<file path="src/rtl/button_conditioner.sv">
// Pushbutton front end: 2-flop synchronizer plus a per-button debounce FSM that
// produces a clean level, press/release pulses, a long-press flag and auto-repeat.
module button_conditioner #(
  parameter int NUM_BTN       = 3,
  parameter int DB_CYCLES     = 1000000,
  parameter int HOLD_CYCLES   = 50000000,
  parameter int REPEAT_CYCLES = 10000000,
  parameter int CNT_W         = 26
) (
  input  logic               clock,
  input  logic               rst,
  input  logic [NUM_BTN-1:0] btn_raw,
  input  logic [NUM_BTN-1:0] repeat_en,
  output logic [NUM_BTN-1:0] btn_level,
  output logic [NUM_BTN-1:0] btn_press,
  output logic [NUM_BTN-1:0] btn_release,
  output logic [NUM_BTN-1:0] btn_long
);

  typedef enum logic [2:0] {
    RELEASED   = 3'd0,
    PRESS_DB   = 3'd1,
    PRESSED    = 3'd2,
    REPEAT     = 3'd3,
    RELEASE_DB = 3'd4
  } state_t;

  // Complete per-button FSM state; g_btn[i].fsm_q is the observation point.
  typedef struct packed {
    state_t           state;
    logic             from_repeat;
    logic [CNT_W-1:0] cnt;
  } fsm_t;

  localparam logic [CNT_W-1:0] DB_LAST   = CNT_W'(DB_CYCLES - 1);
  localparam logic [CNT_W-1:0] HOLD_LAST = CNT_W'(HOLD_CYCLES - 1);
  localparam logic [CNT_W-1:0] REP_LAST  = CNT_W'(REPEAT_CYCLES - 1);
  localparam logic [CNT_W-1:0] CNT_ONE   = CNT_W'(1);

  logic [NUM_BTN-1:0] sync_1, sync_2;

  always_ff @(posedge clock) begin
    if (rst) begin
      sync_1 <= '0;
      sync_2 <= '0;
    end else begin
      sync_1 <= btn_raw;
      sync_2 <= sync_1;
    end
  end

  for (genvar i = 0; i < NUM_BTN; i++) begin : g_btn
    fsm_t fsm_q, fsm_d;
    logic level_q, level_d, long_q, long_d;
    logic press_q, press_d, release_q, release_d;
    logic s, en;

    assign s  = sync_2[i];
    assign en = repeat_en[i];

    always_ff @(posedge clock) begin
      if (rst) begin
        fsm_q.state       <= RELEASED;
        fsm_q.from_repeat <= 1'b0;
        fsm_q.cnt         <= '0;
        level_q           <= 1'b0;
        long_q            <= 1'b0;
        press_q           <= 1'b0;
        release_q         <= 1'b0;
      end else begin
        fsm_q     <= fsm_d;
        level_q   <= level_d;
        long_q    <= long_d;
        press_q   <= press_d;
        release_q <= release_d;
      end
    end

    always_comb begin
      fsm_d     = fsm_q;
      level_d   = level_q;
      long_d    = long_q;
      press_d   = 1'b0;
      release_d = 1'b0;
      case (fsm_q.state)
        RELEASED: begin
          fsm_d.cnt = '0;
          if (s) fsm_d.state = PRESS_DB;
        end
        PRESS_DB: begin
          if (!s) begin
            fsm_d.state = RELEASED;
            fsm_d.cnt   = '0;
          end else if (fsm_q.cnt == DB_LAST) begin
            fsm_d.state = PRESSED;
            fsm_d.cnt   = '0;
            level_d     = 1'b1;
            press_d     = 1'b1;
          end else begin
            fsm_d.cnt = fsm_q.cnt + CNT_ONE;
          end
        end
        PRESSED: begin
          if (!s) begin
            fsm_d.state       = RELEASE_DB;
            fsm_d.cnt         = '0;
            fsm_d.from_repeat = 1'b0;
          end else if (fsm_q.cnt == HOLD_LAST) begin
            // Counter parks here once long-press is reached, so enabling
            // repeat later starts repeating on the next cycle.
            long_d = 1'b1;
            if (en) begin
              press_d     = 1'b1;
              fsm_d.state = REPEAT;
              fsm_d.cnt   = '0;
            end
          end else begin
            fsm_d.cnt = fsm_q.cnt + CNT_ONE;
          end
        end
        REPEAT: begin
          if (!s) begin
            fsm_d.state       = RELEASE_DB;
            fsm_d.cnt         = '0;
            fsm_d.from_repeat = 1'b1;
          end else if (!en) begin
            fsm_d.state = PRESSED;
            fsm_d.cnt   = HOLD_LAST;
          end else if (fsm_q.cnt == REP_LAST) begin
            press_d   = 1'b1;
            fsm_d.cnt = '0;
          end else begin
            fsm_d.cnt = fsm_q.cnt + CNT_ONE;
          end
        end
        RELEASE_DB: begin
          if (s) begin
            fsm_d.state = fsm_q.from_repeat ? REPEAT : PRESSED;
            fsm_d.cnt   = (!fsm_q.from_repeat && long_q) ? HOLD_LAST : '0;
          end else if (fsm_q.cnt == DB_LAST) begin
            fsm_d.state = RELEASED;
            fsm_d.cnt   = '0;
            level_d     = 1'b0;
            long_d      = 1'b0;
            release_d   = 1'b1;
          end else begin
            fsm_d.cnt = fsm_q.cnt + CNT_ONE;
          end
        end
        default: begin
          fsm_d.state = RELEASED;
          fsm_d.cnt   = '0;
        end
      endcase
    end

    assign btn_level[i]   = level_q;
    assign btn_press[i]   = press_q;
    assign btn_release[i] = release_q;
    assign btn_long[i]    = long_q;
  end

endmodule

</file>
<file path="config.mk">
export PLATFORM = sky130hd
export DESIGN_NAME = button_conditioner
export DESIGN_NICKNAME = d
export VERILOG_FILES = /design/src/rtl/button_conditioner.sv
export SDC_FILE = /design/constraint.sdc
export NUM_CORES = 1
export LEC_CHECK = 0
export BUFFER_PORTS_ARGS = -buffer_cell sky130_fd_sc_hd__buf_4
export CAP_MARGIN = 10
export CORE_MARGIN = 5
export CORE_UTILIZATION = 40
export CTS_CLUSTER_SIZE = 10
export DETAILED_ROUTE_END_ITERATION = 12
export GPL_TIMING_DRIVEN = 0
export PLACE_DENSITY = 0.55
export SYNTH_ARGS = -nofsm -noshare
export SYNTH_HDL_FRONTEND = slang
export SYNTH_SLANG_ARGS = --single-unit
</file>
<file path="constraint.sdc">
create_clock -name clock -period 2.7 [get_ports clock]
set_input_delay 0.81 -clock clock [delete_from_list [all_inputs] [get_ports clock]]
set_output_delay 0.81 -clock clock [all_outputs]
set_load 0.005 [all_outputs]
</file>
==> results summary <==
The signal on the critical path passes through or4b_1 -> or4_4 -> nor4_4 -> a211oi_2 -> o21ai_4 -> buf_6 -> o22ai_2. For the finished layout, the period the worst path requires is 2.57 ns. The number of hold violations in the final report is 0. The number of pins exceeding their max-slew limit in the final report was 0. Power spread over the standard cell area amounts to 450 nW/um^2. The most common cell after layout, fill and taps aside is sky130_fd_sc_hd__dfxtp_1. The number of port buffers came out at 18. The post-placement setup slack came out at -0.359 ns.

The area growth from synthesis to final layout is 14.1%. The number of global-route vias before repair is 5123. In this run, synthesis inferred 0 flip-flops with an integrated enable. The placed wire-length estimate came out at 11200 um. The count of H-tree levels built during CTS is 3. After detailed routing, no signal wire sits above met4.

The region available for standard cell placement spans 14500 um^2. The die is 132 um wide. The area of the die is 17400 um^2.

The number of buffers inserted during clock tree synthesis is 9. The number of nets produced by synthesis is 737. The standard-cell row count came out at 44. The max-capacitance violation count is 0. The utilization after layout is 46.6%. Wires add up to 15200 um. STA puts the critical path data arrival time at 2.77 ns.

The final RePlAce weighted congestion came out at 0.908. The share of cells above drive strength 1 came out at 13.1%. The worst-case clock buffer depth is 2. The mean post-synth cell area came out at 8.18 um^2. The die outline height is 132 um. The top achievable clock speed came out at 0.390 GHz. The total number of yosys warnings came out at 0.

The final route contains 5399 vias. At the later pin of the worst-skew pair, clock insertion delay measures 0.35 ns. The global-route wire length before repair came out at 25400 um. The top cell types in the final layout, fill and taps aside, are 107 x sky130_fd_sc_hd__dfxtp_1, 66 x sky130_fd_sc_hd__nor2_1, 49 x sky130_fd_sc_hd__nand2_1. The I/O pin count came out at 20. The leftover overflow at the end of global routing is 0. Between clock sinks in the finished design, the worst skew comes to 0.00742 ns.

The initial antenna violation count is 0. By area the synthesized netlist is led by sky130_fd_sc_hd__dfxtp_1 36%, sky130_fd_sc_hd__xor2_1 5.9%, sky130_fd_sc_hd__xnor2_1 4.7%, sky130_fd_sc_hd__nor2_1 4.3%, sky130_fd_sc_hd__nand3_1 3.7%. The routed wire length on met3 came out at 760 um. The worst setup path is launched from a flop. In this run, synthesis produced a sequential element count of 108. The tree is rooted in a sky130_fd_sc_hd__clkbuf_16. TritonCTS built the clock tree. The first routing iteration left 455 violations.

The part of the cycle the worst path needs is 95.0%. The synthesized netlist contains 68 unique library cells. The combined global-route utilization of all metal layers came out at 17.3%. The largest net degree at the start of global routing came out at 16. The flow ran to the end, and the final reports show no timing, DRC or antenna violations.

The critical path start-end classification is flop to flop. In the detailed route, the total length drawn on met2 is 6860 um. The share of flip-flops with an asynchronous set or reset after synthesis came out at 0%. The setup check on the worst reg-to-reg path leaves a slack of 0.13 ns. At the end of the flow, the number of nets in the layout was 775. The depth of the worst register-to-register path is 7. The type of the most critical hold path is flop to flop.

The leakage power of the design came out at 0.00222 uW. The number of cells traversed by the worst hold path is 1. In this run the worst path has a maximum fanout of 10. VDD sags by at most 0.322 mV. The startpoint identified for the worst register-to-register timing path is g_btn[1].fsm_q[9]$_SDFFE_PP0P_. The dominant register cell in the synthesized netlist is sky130_fd_sc_hd__dfxtp_1. The final worst setup slack is 0.134 ns.

On the critical path, the stage with the largest delay is an instance of sky130_fd_sc_hd__or4_4. The clock sink count is 108. The DRC violation count after routing came out at 0.

The count of hold-fix buffers inserted at cts came out at 0. The delay of the slowest cell on the worst path came out at 0.47 ns. Synthesis produced 726 cells.

The average wire length per cell after detail routing is 15.9 um. The antenna cell count came out at 0. The post-synthesis cell area came out at 5940 um^2.

At the pin with the least slew margin, the transition time is 1.16 ns. In this run the tightest slew margin relative to its limit is 22.1%. Across all hold checks on the routed design, the worst slack comes to 0.437 ns.

The largest total area in the synthesized netlist belongs to sky130_fd_sc_hd__dfxtp_1. STA classifies the critical path endpoint as a flop. The met1 layer wirelength in the final routing is 7340 um. The number of fillers in the final layout is 1463.

The worst hold path begins at sync_1[2]$_SDFF_PP0_. The clock-pin slew on the worst setup and hold paths is 0.07 ns. The end point of the worst hold path is sync_2[2]$_SDFF_PP0_. The worst register-to-register path ends at g_btn[1].fsm_q[1]$_SDFFE_PP0P_.

The number of setup violations in the final report came out at 0. The via density per instance is 5.67. For the worst setup path, the data required time is 2.91 ns. The share of the synthesized area in the top cell type is 36.4%.

Once the floorplan was initialized, standard cells occupied 40.9% of the core. The remaining number of nets flagged by the antenna check after routing is 0. The proportion of synthesized chip area in sequential cells came out at 36.4%. The first-pass detailed-route iteration total is 5.
cell usage after synthesis, drive strengths merged, types with 3 or more instances:
cell,n
nand4b,5
nor3b,6
buf,18
nor2b,16
a31oi,3
xor2,40
ha,3
and3,16
inv,17
nand4,21
nand3,44
and2,4
xnor2,32
o21ai,63
a211oi,3
or4b,3
nor4bb,5
clkbuf,27
nor4,22
or3,4
nand2,49
o22ai,6
and4,4
dfxtp,108
nand3b,4
nand2b,11
a21oi,35
o31ai,7
mux2i,6
or4,10
nor3,41
nor2,68
how the worst max path moves through the flow:
| stage | end | start | cells after the start |
|---|---|---|---|
| finish | g_btn[1].fsm_q[1]$_SDFFE_PP0P_ | g_btn[1].fsm_q[9]$_SDFFE_PP0P_ | 7 |
| global placement | g_btn[0].fsm_q[17]$_SDFFE_PP0P_ | g_btn[0].fsm_q[0]$_SDFFE_PP0P_ | 7 |
| detailed placement | g_btn[0].fsm_q[4]$_SDFFE_PP0P_ | g_btn[0].fsm_q[0]$_SDFFE_PP0P_ | 7 |
| CTS | g_btn[0].fsm_q[10]$_SDFFE_PP0P_ | g_btn[0].fsm_q[0]$_SDFFE_PP0P_ | 7 |
| floorplan | g_btn[1].fsm_q[1]$_SDFFE_PP0P_ | g_btn[1].fsm_q[21]$_SDFFE_PP0P_ | 7 |
| global route | g_btn[2].fsm_q[16]$_SDFFE_PP0P_ | g_btn[2].fsm_q[1]$_SDFFE_PP0P_ | 8 |
metrics by stage:
stage               total power [uW]  instances  TNS (ns)  area, um^2
global placement                1800        928     -4.72        6300
detailed placement              1800        928     -6.64        6300
floorplan                       1750        726         0        5940
CTS                             3090        946         0        6630
global route                    3170        953   -0.0642        6770
finish                          3050        953         0        6770
power by group:
group	switching (uW)	internal, uW	leakage, uW
clock network	564	721	0.000135
logic	102	51.6	0.00121
registers	10.1	1600	0.000872
per-layer routing:
| metal | vias to the layer above | GRT usage, % |
|---|---|---|
| met5 | - | 0 |
| met3 | 22 | 4.16 |
| met2 | 161 | 27.2 |
| met4 | 0 | 4.57 |
| met1 | 2541 | 23.9 |
| li1 | 2675 | - |
worst max-delay path: cells and delay by family, from the launching register on:
kind | cells | cell delay, ns
AOI/OAI and AO/OA | 3 | 0.50
and+or+nand+nor | 3 | 1.29
DFF | 1 | 0.40
buffers and inverters | 1 | 0.21
flip-flops by register name, summed over array words and instances (netlist names):
signal	count
g_btn.release_q	3
g_btn.long_q	3
g_btn.fsm_q	90
sync_1	3
sync_2	3
g_btn.press_q	3
g_btn.level_q	3
area by class of cell:
cell class / count / area [um^2] / area share (%)
buffer: 45 / 234 / 3.45
clock buffer: 14 / 244 / 3.60
clock inverter: 2 / 35.0 / 0.517
inverter: 17 / 63.8 / 0.942
multi-input combinational: 556 / 3600 / 53.2
sequential: 108 / 2160 / 31.9
tap: 184 / 230 / 3.40
timing repair buffer: 27 / 203 / 2.99
what timing repair did:
item / CTS / global route
gates resized for setup: 5 / 20
setup endpoints to repair: 53 / 47
buffers inserted: 2 / 7
pin swaps: 0 / 8
logic make-up after synthesis:
kind of cell    Yosys count  share of synthesized area [%]
xor+xnor                 72                           10.6
flops                   108                           36.4
fa+ha+maj                 3                          0.632
buf+inv                  62                           4.93
simple gates            339                           31.8
mux                       6                           1.01
compound gates          136                           14.6
(Power assumes the default switching activity.)
